**src/rtl/operand_loader_pkg.sv**
```systemverilog
// rtl/operand_loader_pkg.sv - shared state encodings, mode codes and operand width for operand_loader
package operand_loader_pkg;

  localparam int OPERAND_W = 4;

  typedef enum logic [1:0] {
    S_A     = 2'b00,
    S_B     = 2'b01,
    S_MODE  = 2'b10,
    S_READY = 2'b11
  } state_t;

  localparam logic [1:0] SCOMP_UNSIGNED = 2'b10;
  localparam logic [1:0] SCOMP_SIGNED   = 2'b11;

endpackage

```
**src/rtl/operand_loader_key_debounce.sv**
```systemverilog
// rtl/operand_loader_key_debounce.sv - key synchronizer, debouncer and falling-edge press pulse
// Debounce counter present only when OPERAND_LOADER_DEBOUNCE_EN is defined.
module key_debounce #(
  parameter int DEBOUNCE_CYCLES = 500000
) (
  input  logic clk,
  input  logic rst,
  input  logic key_n,
  output logic press
);

  logic sync1;
  logic sync2;
  logic level;
  logic level_d;

  always_ff @(posedge clk) begin
    if (rst) begin
      sync1 <= 1'b1;
      sync2 <= 1'b1;
    end else begin
      sync1 <= key_n;
      sync2 <= sync1;
    end
  end

`ifdef OPERAND_LOADER_DEBOUNCE_EN
  localparam int CNT_W = $clog2(DEBOUNCE_CYCLES);

  logic [CNT_W-1:0] cnt;

  // Any bounce back to the accepted level restarts the stability count.
  always_ff @(posedge clk) begin
    if (rst) begin
      level <= 1'b1;
      cnt   <= '0;
    end else if (sync2 == level) begin
      cnt <= '0;
    end else if (cnt == CNT_W'(DEBOUNCE_CYCLES - 1)) begin
      level <= sync2;
      cnt   <= '0;
    end else begin
      cnt <= cnt + CNT_W'(1);
    end
  end
`else
  logic unused_debounce_cycles;

  assign level                  = sync2;
  assign unused_debounce_cycles = (DEBOUNCE_CYCLES > 1);
`endif

  always_ff @(posedge clk) begin
    if (rst) begin
      level_d <= 1'b1;
    end else begin
      level_d <= level;
    end
  end

  // One-cycle pulse on the accepted 1->0 transition only; releases are silent.
  assign press = level_d & ~level;

endmodule

```
**src/rtl/operand_loader.sv**
```systemverilog
// rtl/operand_loader.sv - button-stepped capture of two operands and comparison mode
// Debounce behaviour selected by OPERAND_LOADER_DEBOUNCE_EN.
module operand_loader
  import operand_loader_pkg::*;
#(
  parameter int DEBOUNCE_CYCLES = 500000
) (
  input  logic                 MAX10_CLK1_50,
  input  logic                 RESET,
  input  logic                 KEY_N,
  input  logic [OPERAND_W-1:0] SW,
  output logic [OPERAND_W-1:0] input1,
  output logic [OPERAND_W-1:0] input2,
  output logic [1:0]           scomp,
  output logic                 valid,
  output logic [1:0]           stage
);

  state_t state;
  logic   press;

  key_debounce #(
    .DEBOUNCE_CYCLES(DEBOUNCE_CYCLES)
  ) u_key_debounce (
    .clk   (MAX10_CLK1_50),
    .rst   (RESET),
    .key_n (KEY_N),
    .press (press)
  );

  // valid rises on the same edge scomp is written, so all three agree while it is high.
  always_ff @(posedge MAX10_CLK1_50) begin
    if (RESET) begin
      state  <= S_A;
      input1 <= '0;
      input2 <= '0;
      scomp  <= SCOMP_UNSIGNED;
      valid  <= 1'b0;
    end else if (press) begin
      case (state)
        S_A: begin
          input1 <= SW;
          state  <= S_B;
        end
        S_B: begin
          input2 <= SW;
          state  <= S_MODE;
        end
        S_MODE: begin
          scomp <= {1'b1, SW[0]};
          valid <= 1'b1;
          state <= S_READY;
        end
        S_READY: begin
          valid <= 1'b0;
          state <= S_A;
        end
      endcase
    end
  end

  assign stage = state;

endmodule

```
**config.mk**
```make
export PLATFORM = sky130hd
export DESIGN_NAME = operand_loader
export DESIGN_NICKNAME = d
export VERILOG_FILES = /design/src/rtl/operand_loader_pkg.sv /design/src/rtl/operand_loader_key_debounce.sv /design/src/rtl/operand_loader.sv
export SDC_FILE = /design/constraint.sdc
export NUM_CORES = 1
export LEC_CHECK = 0
export BUFFER_PORTS_ARGS = -buffer_cell sky130_fd_sc_hd__buf_4
export CORE_ASPECT_RATIO = 1.25
export CORE_UTILIZATION = 25
export CTS_BUF_LIST = sky130_fd_sc_hd__clkbuf_2
export DETAILED_ROUTE_END_ITERATION = 8
export PLACE_DENSITY_LB_ADDON = 0.1
export SLEW_MARGIN = 20
export SYNTH_ARGS = -nofsm -noshare
export SYNTH_HDL_FRONTEND = slang
export SYNTH_SLANG_ARGS = --single-unit
```
**constraint.sdc**
```tcl
create_clock -name MAX10_CLK1_50 -period 1.14 [get_ports MAX10_CLK1_50]
set_input_delay 0.228 -clock MAX10_CLK1_50 [delete_from_list [all_inputs] [get_ports MAX10_CLK1_50]]
set_output_delay 0.228 -clock MAX10_CLK1_50 [all_outputs]
set_load 0.05 [all_outputs]
```
==> out/results.txt, run 1 <==
Total power of the final layout - 937 uW
Final routed wirelength across all metal layers - 1.32 mm
Worst Setup Path Type - register to register
Origin of the critical flop-to-flop path - stage[0]$_SDFFE_PP0P_
Synth Net Count - 79
Area added between synthesis and finish - 48.9%
Proportion of netlist area held by the largest area contributor - 0.487
Leading post-synthesis cells by cell area - sky130_fd_sc_hd__dfxtp_1 49%, sky130_fd_sc_hd__ha_1 10%, sky130_fd_sc_hd__a21oi_1 7.3%
Die Ht - 57.5 um
Number of fillers in the final layout - 249
Final clock skew - 0.00295 ns
Time the worst path needs with I/O delays and setup - 1.09 ns
Critical path origin - stage[0]$_SDFFE_PP0P_
Cell accounting for the most synthesized area - sky130_fd_sc_hd__dfxtp_1
Net count of the finished layout - 104
Category of the worst setup path capture point - register
DR iter-0 viols - 5
DRC violations left - 0
Number of H-tree levels - 1
Wire length of the first global-routing pass - 2.01 mm
DIE WIDTH - 46.4 um
Register Area - 309 um2
Sequential fraction of the synthesis area - 0.487
Minimum setup slack after placement - 0.0387 ns
Setup-violating endpoint count in the final report - 0
Antenna violations before repair - 0
Worst Hold Class - primary input to register
Detailed placer's ending HPWL - 931 um
Cells after synthesis - 67
Clock latency at the later pin of the worst-skew pair - 0.28 ns
Power per Cell Area - 1020 nW/um2
Number of rows in the core area - 19
Most frequent standard cell in the layout excluding fill and tap cells - sky130_fd_sc_hd__dfxtp_1
Clock tree from TritonCTS - built
Maximum number of pins on one net before global-route repair - 16
Count of distinct cell types in the synthesized netlist - 17
Final ANT Viol Nets - 0
Hold path start - KEY_N
Number of buffers created by CTS - 3
Maximum root-to-sink buffer count - 2
Hold violation total from the final report - 0
Largest fanout on the critical path - 5
Max-slew violation count - 0
Number of global-route vias before repair - 454
Via density per instance - 4.29
Post-synthesis area per instance - 9.21 um2
Maximum capacitance violations - 0
Warning count from the yosys run - 0
Port buffer count - 18
Run status - finished clean
GR Overflow Total - 0
First-pass iteration count of the detailed router - 4
Combined area of the multi-input logic cells - 323 um2
Post-route clock period utilization - 0.956
Startpoint class of the critical path - register
Post-route setup slack - 0.0498 ns
Post-Place Cell Area - 803 um2
RePlAce Congestion - 0.747
Average routed wire per standard cell - 10.8 um
Overall die area - 2670 um2
Netlist area before placement - 617 um2
Leak pwr - 0.360 nW
Root buffer selected by CTS - sky130_fd_sc_hd__clkbuf_2
Combined global-route utilization of all metal layers - 0.108
Vias after detailed routing - 523
Most frequent cells in the layout - 12 x sky130_fd_sc_hd__dfxtp_1, 11 x sky130_fd_sc_hd__buf_4, 9 x sky130_fd_sc_hd__nand3_1, 9 x sky130_fd_sc_hd__nand2_1, 9 x sky130_fd_sc_hd__buf_6
CORE AREA - 2260 um2
Clock slew at the register clock pins of the worst setup and hold paths - 0.15 ns
Worst endpoint data arrival time - 1.30 ns
Critical path data required time - 1.35 ns
I/O pin count - 20
Ant diodes - 0
Unrepaired setup endpoints after global routing - true
Final core utilization - 0.407
Worst IR drop on VDD - 0.476 mV
Fraction of final layout cells with drive strength greater than 1 - 0.462
Post-Route Setup TNS - 0 ns
Synthesis-stage register bit count - 15
Final standard cell area without fillers - 918 um2
Starting density of the core - 0.273
Clock net sink count - 15
Peak Freq - 0.917 GHz
[registers in the layout, summed over array words and instances (netlist names)]
signal and count:
u_key_debounce.sync1 1, u_key_debounce.level 1, input1 4, valid 1, u_key_debounce.level_d 1, scomp 1, input2 4, stage 2
[Yosys cell counts, drive strengths merged]
cell type  instances
dfxtp             15
clkbuf             1
mux2i              1
ha                 5
nor2b              1
a211oi             1
inv                3
or2                3
a21oi              9
a221oi             1
nor2               3
nand3              9
nand2              9
nand3b             3
conb               1
buf                2
[repair_timing]
item                       in CTS  in global routing
setup endpoints to repair       1                 19
buffers inserted                0                  1
gates cloned                    0                  1
pin swaps                       0                  5
gates resized for setup         1                 20
hold buffers                    0                  0
[through the flow]
step | hold WS, ns | cells
2_1_floorplan | 0.291 | 67
3_3_place_gp | 0.396 | 116
3_5_place_dp | 0.404 | 116
4_1_cts | 0.0842 | 120
5_1_grt | 0.0632 | 122
6_report | 0.116 | 122
[logic make-up after synthesis]
kind of cell | count (synthesis) | share of synthesized area
AOI/OAI and AO/OA | 11 | 0.0994
adders and majority gates | 5 | 0.101
buffers and inverters | 6 | 0.0548
DFF | 15 | 0.487
muxes | 1 | 0.0162
other | 1 | 0.00608
and+or+nand+nor | 28 | 0.235
[worst paths after layout]
check	to	slack, ns	cells after the start
setup / recovery	valid$_SDFFE_PP0P_	0.05	4
hold / removal	u_key_debounce.sync1$_SDFF_PP1_	0.12	2
setup reg to reg	valid$_SDFFE_PP0P_	0.05	4
hold reg to reg	u_key_debounce.level$_SDFF_PP1_	0.43	1
[metal layers]
layer,up-vias,track usage,part of all wire
met3,0,0.0411,0.065
li1,271,-,-
met5,-,0,0
met4,0,0.0630,0
met1,235,0.133,0.44
met2,17,0.155,0.50
[worst max-delay path, cell delays in order, from the launching register on]
cell and delay (ns):
sky130_fd_sc_hd__dfxtp_4 0.40, sky130_fd_sc_hd__inv_4 0.07, sky130_fd_sc_hd__ha_2 0.19, sky130_fd_sc_hd__nand3b_1 0.12
sky130_fd_sc_hd__a221oi_2 0.23
[area by class of cell]
| cell class | count | area share |
|---|---|---|
| multi-input cells | 47 | 0.351 |
| flip-flops and latches | 15 | 0.337 |
| repair buffers | 22 | 0.233 |
| well taps | 31 | 0.0422 |
| clock buffers | 3 | 0.0163 |
| inverters | 3 | 0.0150 |
| clock inverters | 1 | 0.00545 |
[power by group]
part	switching, mW	internal, mW
sequential	0.0125	0.534
clock	0.172	0.0794
combinational	0.0799	0.0587
Note: power is estimated with default switching activity, not from simulation.
==> inputs of run 2 (changes only) <==
--- a/config.mk
+++ b/config.mk
@@ -6,6 +6,8 @@
 export NUM_CORES = 1
 export LEC_CHECK = 0
 export BUFFER_PORTS_ARGS = -buffer_cell sky130_fd_sc_hd__buf_4
+export CELL_PAD_IN_SITES_DETAIL_PLACEMENT = 1
+export CELL_PAD_IN_SITES_GLOBAL_PLACEMENT = 1
 export CORE_ASPECT_RATIO = 1.25
 export CORE_UTILIZATION = 25
 export CTS_BUF_LIST = sky130_fd_sc_hd__clkbuf_2
==> run 2 against run 1 <==
Net effect:
- sequential share of layout area increased by 1.6 points
- final cell count did not move
- wire length is 6.7% higher
- non-clock buffer count did not move
- clock power is 4% lower
- worst setup slack gained 0.0082 ns
- first-iteration DRC count is 60% higher
- critical endpoint is now input2[2]$_SDFFE_PP0P_
- largest cell class unchanged
==> out/results.txt, run 2 (same netlist as run 1, synthesis figures left out) <==
Final core utilization - 0.386 (-0.0205)
Fraction of final layout cells with drive strength greater than 1 - 0.440 (-0.0220)
Category of the worst setup path capture point - register
Die Ht - 57.5 um (unchanged)
Wire length of the first global-routing pass - 2.20 mm (+9.3%)
Final clock skew - 0.00224 ns (-0.000712 ns)
Most frequent cells in the layout - 20 x sky130_fd_sc_hd__buf_4, 13 x sky130_fd_sc_hd__dfxtp_1, 9 x sky130_fd_sc_hd__nand3_1, 9 x sky130_fd_sc_hd__nand2_1, 8 x sky130_fd_sc_hd__a21oi_1
Startpoint class of the critical path - register
Time the worst path needs with I/O delays and setup - 1.08 ns (-0.00815 ns)
Most frequent standard cell in the layout excluding fill and tap cells - sky130_fd_sc_hd__buf_4
Peak Freq - 0.924 GHz (+0.75%)
Final ANT Viol Nets - 0 (unchanged)
Average routed wire per standard cell - 11.5 um (+6.7%)
Clock tree from TritonCTS - built
Number of H-tree levels - 1 (unchanged)
Vias after detailed routing - 537 (+2.7%)
Run status - finished clean
CTS Hold Bufs - 0 (unchanged)
Overall die area - 2670 um2 (unchanged)
Total power of the final layout - 920 uW (-1.8%)
Post-Route Setup TNS - 0 ns (unchanged)
Unrepaired setup endpoints after global routing - true
DRC violations left - 0 (unchanged)
Power per Cell Area - 1050 nW/um2 (+3.4%)
Clock slew at the register clock pins of the worst setup and hold paths - 0.14 ns (about the same)
Port buffer count - 18 (unchanged)
Slowest stage delay, CP - 0.39 ns (about the same)
Net count of the finished layout - 104 (unchanged)
Worst Setup Path Type - register to register
Post-route setup slack - 0.0580 ns (+0.00815 ns)
Combined global-route utilization of all metal layers - 0.113 (+0.00530)
Max-slew violation count - 0 (unchanged)
Root buffer selected by CTS - sky130_fd_sc_hd__clkbuf_2
Antenna violations before repair - 0 (unchanged)
Critical path data required time - 1.32 ns (-0.03 ns)
Maximum number of pins on one net before global-route repair - 16 (unchanged)
Detailed placer's ending HPWL - 981 um (+5.4%)
Cell chain of the critical path - inv_2 -> ha_2 -> nand3b_1 -> nand2_1 -> a21oi_2
Number of rows in the core area - 19 (unchanged)
Number of fillers in the final layout - 281 (+13%)
Number of buffers created by CTS - 3 (unchanged)
Post-route clock period utilization - 0.949 (-0.00715)
RePlAce Congestion - 0.714 (-4.3%)
Hold violation total from the final report - 0 (unchanged)
Starting density of the core - 0.273 (unchanged)
Maximum root-to-sink buffer count - 2 (unchanged)
Final routed wirelength across all metal layers - 1.41 mm (+6.7%)
Clock latency at the later pin of the worst-skew pair - 0.27 ns (about the same)
First-pass iteration count of the detailed router - 4 (unchanged)
Area added between synthesis and finish - 41.4%
DR iter-0 viols - 8 (+3)
Combined area of the multi-input logic cells - 319 um2 (-1.2%)
Setup-violating endpoint count in the final report - 0 (unchanged)
Worst endpoint data arrival time - 1.26 ns (-0.04 ns)
Worst IR drop on VDD - 0.549 mV (+15%)
Clock net sink count - 15 (unchanged)
Cell at the slowest stage of the critical path - sky130_fd_sc_hd__dfxtp_4
Minimum setup slack after placement - 0.0423 ns (+0.00355 ns)
DIE WIDTH - 46.4 um (unchanged)
Worst Hold Class - primary input to register
Number of global-route vias before repair - 519 (+14%)
Via density per instance - 4.40 (+2.7%)
Maximum capacitance violations - 0 (unchanged)
CORE AREA - 2260 um2 (unchanged)
Largest fanout on the critical path - 4 (-1)
Register Area - 308 um2 (-0.40%)
Ant diodes - 0 (unchanged)
GR Overflow Total - 0 (unchanged)
Leak pwr - 0.350 nW (-2.7%)
I/O pin count - 20 (unchanged)
==> run 2: where the power goes <==
group / internal (mW) / leakage (nW) / switching, mW / total [mW]
clock: 0.0794 / 0.0164 / 0.163 / 0.242
combinational: 0.0523 / 0.210 / 0.0804 / 0.133
sequential: 0.534 / 0.123 / 0.0112 / 0.545
total: 0.666 / 0.350 / 0.254 / 0.920
==> run 2: critical path, delay by kind of cell, from the launching register on <==
kind / cells / cell delay (ns)
compound gates: 1 / 0.05
fa+ha+maj: 1 / 0.18
buf+inv: 1 / 0.08
flops: 1 / 0.39
simple gates: 2 / 0.29
==> run 2: metrics by stage <==
stage / hold slack (ns) / cells / instance area (um2)
6_report: 0.126 / 122 / 872
5_1_grt: 0.0838 / 122 / 872
4_1_cts: 0.102 / 120 / 830
3_5_place_dp: 0.401 / 116 / 803
3_3_place_gp: 0.396 / 116 / 803
2_1_floorplan: 0.291 / 67 / 629
==> run 2: what timing repair did <==
item                       4_1_cts  5_1_grt
gates resized for setup          1        7
gates cloned                     0        1
buffers inserted                 0        1
pin swaps                        0       17
hold endpoints to repair         0        0
setup endpoints to repair        1       13
==> run 2: worst paths after layout <==
kind	from	end	slack [ns]	cells after the start
setup / recovery	stage[1]$_SDFFE_PP0P_	input2[2]$_SDFFE_PP0P_	0.06	5
hold / removal	KEY_N	u_key_debounce.sync1$_SDFF_PP1_	0.13	2
setup reg to reg	stage[1]$_SDFFE_PP0P_	input2[2]$_SDFFE_PP0P_	0.06	5
hold reg to reg	u_key_debounce.sync1$_SDFF_PP1_	u_key_debounce.level$_SDFF_PP1_	0.43	1
==> run 2: metal layers <==
metal  wire, um  vias to the layer above  share of wire  track usage
li1           -                      271              -            -
met1        608                      250           0.43        0.142
met2        704                       14           0.50        0.171
met3         81                        2          0.058       0.0285
met4         14                        0         0.0099       0.0630
met5          0                        -              0            0
==> run 2: final cells by class <==
cell class              count  area share
repair buffers             22       0.198
well taps                  31      0.0445
multi-input cells          47       0.366
inverters                   3      0.0158
clock buffers               3      0.0172
clock inverters             1     0.00574
flip-flops and latches     15       0.353
